===== src/rtl/cmul_pipe.sv =====
// cmul_pipe: multiplies an unsigned operand by a small constant (0,1,2,3,4,5,6,12)
// chosen by mode. The constant is split into at most two power-of-two terms. The two
// shifted copies are added limb by limb with no carry between limbs. The result is a
// redundant limb vector carried through LAT valid/ready pipeline stages.
module cmul_pipe #(
  parameter int W   = 254,
  parameter int DIV = 8,
  parameter int LW  = 33,
  parameter int LAT = 1,
  parameter int TW  = 4
) (
  input  logic                  clk,
  input  logic                  rst,
  input  logic                  in_valid,
  output logic                  in_ready,
  input  logic [2:0]            mode,
  input  logic [W-1:0]          din,
  input  logic [TW-1:0]         tag,
  output logic                  out_valid,
  input  logic                  out_ready,
  output logic [DIV*(LW+1)-1:0] dout,
  output logic [TW-1:0]         out_tag,
  output logic [2:0]            out_mode
);

  localparam int PW = DIV * LW;
  localparam int OW = DIV * (LW + 1);

  if (PW < W + 4) begin : g_chk_lw
    $error("cmul_pipe: DIV*LW=%0d must be at least W+4=%0d", PW, W + 4);
  end

  if (LAT < 1 || LAT > 3) begin : g_chk_lat
    $error("cmul_pipe: LAT=%0d outside 1..3", LAT);
  end

  // Term decode for each constant: {use_a, shift_a[1:0], use_b, shift_b[1:0]}
  function automatic logic [5:0] terms(input logic [2:0] m);
    case (m)
      3'd0:    terms = 6'b0_00_0_00;  // 0x
      3'd1:    terms = 6'b1_00_0_00;  // 1x
      3'd2:    terms = 6'b1_00_1_00;  // 1x + 1x
      3'd3:    terms = 6'b1_00_1_01;  // 1x + 2x
      3'd4:    terms = 6'b1_10_0_00;  // 4x
      3'd5:    terms = 6'b1_00_1_10;  // 1x + 4x
      3'd6:    terms = 6'b1_01_1_10;  // 2x + 4x
      default: terms = 6'b1_10_1_11;  // 4x + 8x = 12x
    endcase
  endfunction

  logic [5:0]    term_p0;
  logic [PW-1:0] ext_p0;
  logic [PW-1:0] a_p0;
  logic [PW-1:0] b_p0;
  logic [OW-1:0] sum_p0;

  assign ext_p0 = PW'(din);

  // Form both shifted terms and add them limb by limb; each limb keeps its own carry bit
  always_comb begin
    term_p0 = terms(mode);
    a_p0    = term_p0[5] ? (ext_p0 << term_p0[4:3]) : '0;
    b_p0    = term_p0[2] ? (ext_p0 << term_p0[1:0]) : '0;
    sum_p0  = '0;
    for (int i = 0; i < DIV; i++) begin
      sum_p0[i*(LW+1) +: LW+1] = {1'b0, a_p0[i*LW +: LW]} + {1'b0, b_p0[i*LW +: LW]};
    end
  end

  // ---- stage 1 .. LAT: registered limbs, later stages only carry data forward ----
  logic            advance;
  logic [LAT:1]    vld_pn;
  logic [OW-1:0]   dat_pn  [1:LAT];
  logic [TW-1:0]   tag_pn  [1:LAT];
  logic [2:0]      mode_pn [1:LAT];

  assign out_valid = vld_pn[LAT];
  assign advance   = !out_valid || out_ready;
  assign in_ready  = advance;

  // Valid bits: cleared by reset, shifted as a whole whenever the output slot frees up
  always_ff @(posedge clk) begin
    if (rst) begin
      vld_pn <= '0;
    end else if (advance) begin
      vld_pn[1] <= in_valid;
      for (int i = 2; i <= LAT; i++) begin
        vld_pn[i] <= vld_pn[i-1];
      end
    end
  end

  // Data, tag and mode move with their valid bit; contents are don't-care when invalid
  always_ff @(posedge clk) begin
    if (advance) begin
      dat_pn[1]  <= sum_p0;
      tag_pn[1]  <= tag;
      mode_pn[1] <= mode;
      for (int i = 2; i <= LAT; i++) begin
        dat_pn[i]  <= dat_pn[i-1];
        tag_pn[i]  <= tag_pn[i-1];
        mode_pn[i] <= mode_pn[i-1];
      end
    end
  end

  // ---- output: result ports read zero whenever no result is present ----
  always_comb begin
    dout     = out_valid ? dat_pn[LAT]  : '0;
    out_tag  = out_valid ? tag_pn[LAT]  : '0;
    out_mode = out_valid ? mode_pn[LAT] : '0;
  end

endmodule


===== config.mk =====
export PLATFORM = sky130hd
export DESIGN_NAME = cmul_pipe
export DESIGN_NICKNAME = d
export VERILOG_FILES = /design/src/rtl/cmul_pipe.sv
export SDC_FILE = /design/constraint.sdc
export NUM_CORES = 1
export LEC_CHECK = 0
export BUFFER_PORTS_ARGS = -buffer_cell sky130_fd_sc_hd__buf_2
export CAP_MARGIN = 0
export CORE_AREA = 2 2 367 369
export DETAILED_ROUTE_END_ITERATION = 8
export DIE_AREA = 0 0 369 371
export MAX_ROUTING_LAYER = met4
export PLACE_DENSITY = 0.51
export REMOVE_ABC_BUFFERS = 1
export SKIP_CTS_REPAIR_TIMING = 1
export SLEW_MARGIN = 0
export SYNTH_ARGS = -nofsm -noshare
export SYNTH_HDL_FRONTEND = slang
export SYNTH_SLANG_ARGS = --single-unit

===== constraint.sdc =====
create_clock -name clk -period 9.8 [get_ports clk]
set_input_delay 0.98 -clock clk [delete_from_list [all_inputs] [get_ports clk]]
set_output_delay 0.98 -clock clk [all_outputs]
set_load 0.01 [all_outputs]

Yosys cells after proc, flatten, opt, wreduce, memory -nomap -nowiden:

Memory sizes are Yosys's and may differ from the RTL's.
Cells that the tools add are included.

* bits of input ports: 265
* memory bits (writable): 279
* memories kept: 3
* flip-flop bits (word level): 1

* $add $sub $neg: 8
* shifts and indexed selects: 2
* equality and inequality tests: 6
* reductions and logical operators: 3
* mux-type cells: 8

Memory list
* dat_pn: depth 1, width 272, read ports 1, clocked after memory_dff 0, write ports 1, line 73 `logic [OW-1:0] dat_pn [1:LAT];`
* tag_pn: depth 1, width 4, read ports 1, clocked after memory_dff 0, write ports 1, line 74 `logic [TW-1:0] tag_pn [1:LAT];`
* mode_pn: depth 1, width 3, read ports 1, clocked after memory_dff 0, write ports 1, line 75 `logic [2:0] mode_pn [1:LAT];`

Operator list (count)
* $mux W264: 2
* $shl A254 B2 Y264: 2
* $add A33 B33 Y34: 8
* $mux W272: 1
* $pmux W6 S7: 1
* $eq A3 B3 Y1 const B: 3
* $eq A3 B2 Y1 const B: 2
* $mux W4: 1
* $eq A3 B1 Y1 const B: 1
* $logic_not A3 Y1: 1
* $mux W3: 1
* $mux W1: 2
* $logic_not A1 Y1: 1
* $logic_or A1 B1 Y1: 1

Longest topological paths before layout:

* depth in word-level cells: 5
* gate-level depth with buffers: 20
* gate-level depth less buffers: 17

Worst setup path after synthesis:

Ideal clock, no wire load.

* kind: input to output
* from: in out_ready
* to: out in_ready
* data arrival time: 7.573 ns
* setup slack: 1.247 ns
* required time: 8.820 ns
* stages: 1
* path buffers: 0
* cells stage by stage: nand2b_1

* longest elaborated chain between the ends: 1

Ends and longest elaborated chain
* start, declared: line 20 `input logic out_ready,`
* $logic_or A1 B1 Y1: line 78 `assign advance = !out_valid || out_ready;`
* end, declared: line 15 `output logic in_ready,`

Every way passes these cells.

Worst setup path in the final report:

* from: in mode[0]
* to: mem dat_pn[1][262] in the netlist's numbering, data pin

* longest elaborated chain between the ends: 5
* elaborated cells between the ends (all ways): 13

Ends and longest elaborated chain
* start, declared: line 16 `input logic [2:0] mode,`
* $eq A3 B3 Y1, or another cell as far along: line 39 `case (m)`
* $pmux W6 S7 *: line 39
* $shl A254 B2 Y264, on equally long branches: line 62, 63
* $mux W264, on equally long branches: line 62, 63
* $add A33 B33 Y34 *: line 66 `sum_p0[i*(LW+1) +: LW+1] = {1'b0, a_p0[i*LW +: LW]} + {1'b0, b_p0[i*LW +: LW]};`
* via sum_p0[262]: line 55 `logic [OW-1:0] sum_p0;`
* end, declared: line 73

Mark *: on every way through the listed nets, which the timed path passes. The rest lies on a longest branch.

==> results.tsv <==
stage	metric	value	unit
placement	Port Buf Inserts	538	
cells_and_area	area grow syn2layout	12.6	%
power	Power Total	0.00600	W
clocking	cts bufs inserted	40	
synth	#FFs+latches synth	273	
timing	Period Utilization, post-route	0.617	
synth	Cells after Synth	5135	
floorplan	die height	371	um
floorplan	# IOs	546	
floorplan	Cell Rows	134	
power	Peak VDD IR	0.119	mV
global_route	first-pass GRT wire length	216	mm
clocking	Clock Pin Slew Worst Setup and Hold Paths	70	ps
global_route	largest net degree at the start of global routing	222	
timing	Final Skew	37.2	ps
worst_setup_path	WP data required	10150	ps
detailed_routing	DRT iter0 DRCs	3517	
timing	# setup viols final	0	
worst_setup_path	Worst Path Max Fanout	119	
timing	min cycle time layout	6050	ps
floorplan	die width	369	um
clocking	clk buf depth	3	
worst_hold_path	worst min path class	in2reg	
global_route	grt ovf	0	
floorplan	Core ar.	133000	um2
synth	top cell type's share of synthesized area	0.206	
detailed_routing	antenna-violating nets left	0	
cells_and_area	fraction of layout cells with a size suffix above 1	0.134	
synth	cell accounting for the most synthesized area	edfxtp_1	
worst_hold_path	Hold Path End	out_valid	
clocking	clk_lat worst skew	620	ps
synth	YS warnings	0	
detailed_routing	Vias	40100	
worst_setup_path	CP max stage delay	820	ps
global_route	vias in the first global route	36200	
synth	Synth async-reset ratio	0	
worst_setup_path	Slowest-stage cell, CP	buf_4	
timing	final hold violation count	0	
timing	Slew Limit Fails	0	
detailed_routing	Residual DRC	0	
worst_setup_path	Crit path max-delay family	compound AO/OA/AOI/OAI gates	
worst_setup_path	Reg2Reg Setup Slack	6640	ps
synth	average cell area after synthesis	7.73	um2
timing	Slew HR	0.282	
worst_setup_path	critical path class	in2reg	
worst_setup_path	Worst R2R Start	out_valid	
timing	worst-margin pin slew	1080	ps
detailed_routing	WL/cell	20.0	um
worst_setup_path	Critical Path Start Type	input port	
placement	post-detail-place hpwl	103	mm
synth	Yosys cell types	91	
worst_setup_path	most frequent CP cell	o21ai_0	
outcome	status	finished clean	
synth	EDFF count, synth	272	
worst_hold_path	worst hold stages	2	
clocking	H-Tree Depth	2	
cells_and_area	fin nets	5800	
floorplan	die area	137000	um2
worst_setup_path	CP cell instances	buf_8 -> buf_4 -> buf_12 -> a21oi_1 -> a21oi_1 -> nand2_1 -> o21ai_0 -> ha_1 -> inv_1 -> fa_1 -> nor2b_1 -> o21ai_0 -> a21oi_1 -> o21ai_0 -> o31ai_1 -> a311oi_2 -> o21ai_0 -> o21ai_0 -> xnor2_1	
clocking	clk root buf	clkbuf_16	
clocking	Clock Sinks	273	
synth	predominant post-synthesis flop cell	edfxtp_1	
timing	f_max	165	MHz
worst_hold_path	min-delay src	rst	
synth	Seq/Total Area, Yosys	0.206	
flow_run	max_cap viols	0	
timing	total negative slack	0	ps
clocking	CTS tree	built	
synth	Synth Cell Area	39700	um2
worst_setup_path	R2R Path End	dat_pn[1][218]	
worst_setup_path	Critical path buffers and inverters	4	
timing	RSZ-0062 raised after global routing	false	
power	Pwr per Cell Area	134	nW/um2
global_route	total track usage	0.201	
detailed_routing	DRT Pass-1 Iters	8	
detailed_routing	DR vias/cell	5.62	
worst_setup_path	critical path capture point type	flip-flop	
global_route	antenna violations before repair	81	
placement	gpl congestion	0.898	
synth	top cells by area, synth	edfxtp_1 21%, a21oi_1 11%, ha_1 8.1%	
detailed_routing	Routed WL	143	mm
worst_setup_path	critical path arrival	6400	ps
floorplan	initial core utilization	0.299	
worst_setup_path	Worst Reg-to-Reg Cells	3	
power	reported leakage power	18.8	nW
placed cells by master, fill, tap and decap left out, types with 243 or more instances in the layout:
cell type,instances
ha_1,257
edfxtp_1,272
o21ai_0,243
buf_2,535
nand2_1,260
and2_1,285
a21oi_1,863
a31oi_1,260
mux2i_1,261
nor2b_1,276
o221ai_1,249
metal layers:
metal	track usage	vias up	wire, um
met2	0.310	1170	65600
met5	-	-	0
met1	0.260	18900	62900
met3	0.0379	180	9170
met4	0.0805	0	5060
li1	-	19900	-
flip-flops by register name (all words and copies together) (netlist names):
register   count
mode_pn        3
out_valid      1
dat_pn       265
tag_pn         4
cell type report:
cell class                      count  area [um2]
Antenna cell                       71         178
Clock buffer                       44        1040
Clock inverter                     22         235
Fill cell                       14300       88100
Inverter                          102         390
Multi-Input combinational cell   4271       29300
Sequential cell                   273        8190
Tap cell                         1768        2210
Timing Repair Buffer              582        3170
power breakdown:
group | internal, W | switching (W) | total [W]
Combinational | 0.00107 | 0.00162 | 0.00269
Sequential | 0.00173 | 0.000109 | 0.00184
Clock | 0.000864 | 0.000605 | 0.00147
worst reg2reg max path: cells and delay by family, from the launching register on:
family	cells	cell delay (ps)
buffers and inverters	2	1240
DFF	1	950
and+or+nand+nor	1	430
per-stage QoR:
step	setup WS [ps]	util	cells	instance area, um2	hold slack [ps]
global route	3490	0.336	7122	44700	496
floorplan	-3300	-	4646	37800	1050
CTS	3940	0.335	7062	44500	462
global placement	3340	0.326	6996	43200	1130
finish	3750	0.337	7133	44700	511
detailed placement	3290	0.326	6996	43200	1140
worst max path at each step:
stage / startpoint / to / slack, ps / depth (start not counted)
2_1_floorplan: mode[0] / dat_pn[1][135] / -3300 / 14
3_3_place_gp: mode[0] / dat_pn[1][262] / 3340 / 19
3_5_place_dp: mode[0] / dat_pn[1][262] / 3290 / 19
4_1_cts: mode[0] / dat_pn[1][262] / 3940 / 19
5_1_grt: mode[0] / dat_pn[1][262] / 3490 / 19
6_report: mode[0] / dat_pn[1][262] / 3750 / 19
synth_stat cells (8+ instances only):
library cell and instances:
and3_1 25, ha_1 257, buf_1 96, a221oi_1 8, o211ai_1 14, o31a_1 9, o221ai_1 249, nand4_1 28
o21ai_1 10, nor4_1 10, a21oi_1 863, o221a_2 8, o21a_1 38, clkbuf_1 389, a31oi_1 260, nor2_1 124
nor2b_1 276, o21ai_0 243, or3_1 18, nand3b_1 241, nor3_1 46, nand2_1 262, o21bai_1 26, o22ai_1 121
nand3_1 44, a211o_1 8, nand2b_1 30, xnor2_1 152, inv_1 101, and2_1 285, xor2_1 67, a21o_1 119
fa_1 8, or2_2 11, o31ai_1 13, a211oi_1 19, edfxtp_1 272, mux2i_1 261
kinds of logic after synthesis:
| group | count (synthesis) | share of synthesized area |
|---|---|---|
| buffers and inverters | 598 | 0.0575 |
| AO/OA/AOI/OAI | 2096 | 0.331 |
| other | 1 | 0.0000945 |
| AND/OR/NAND/NOR | 1422 | 0.206 |
| XOR/XNOR | 219 | 0.0484 |
| flip-flops | 273 | 0.206 |
| multiplexers | 261 | 0.0659 |
| adder cells (fa/ha/maj) | 265 | 0.0851 |
No activity file was read; power rests on OpenSTA's default activity.
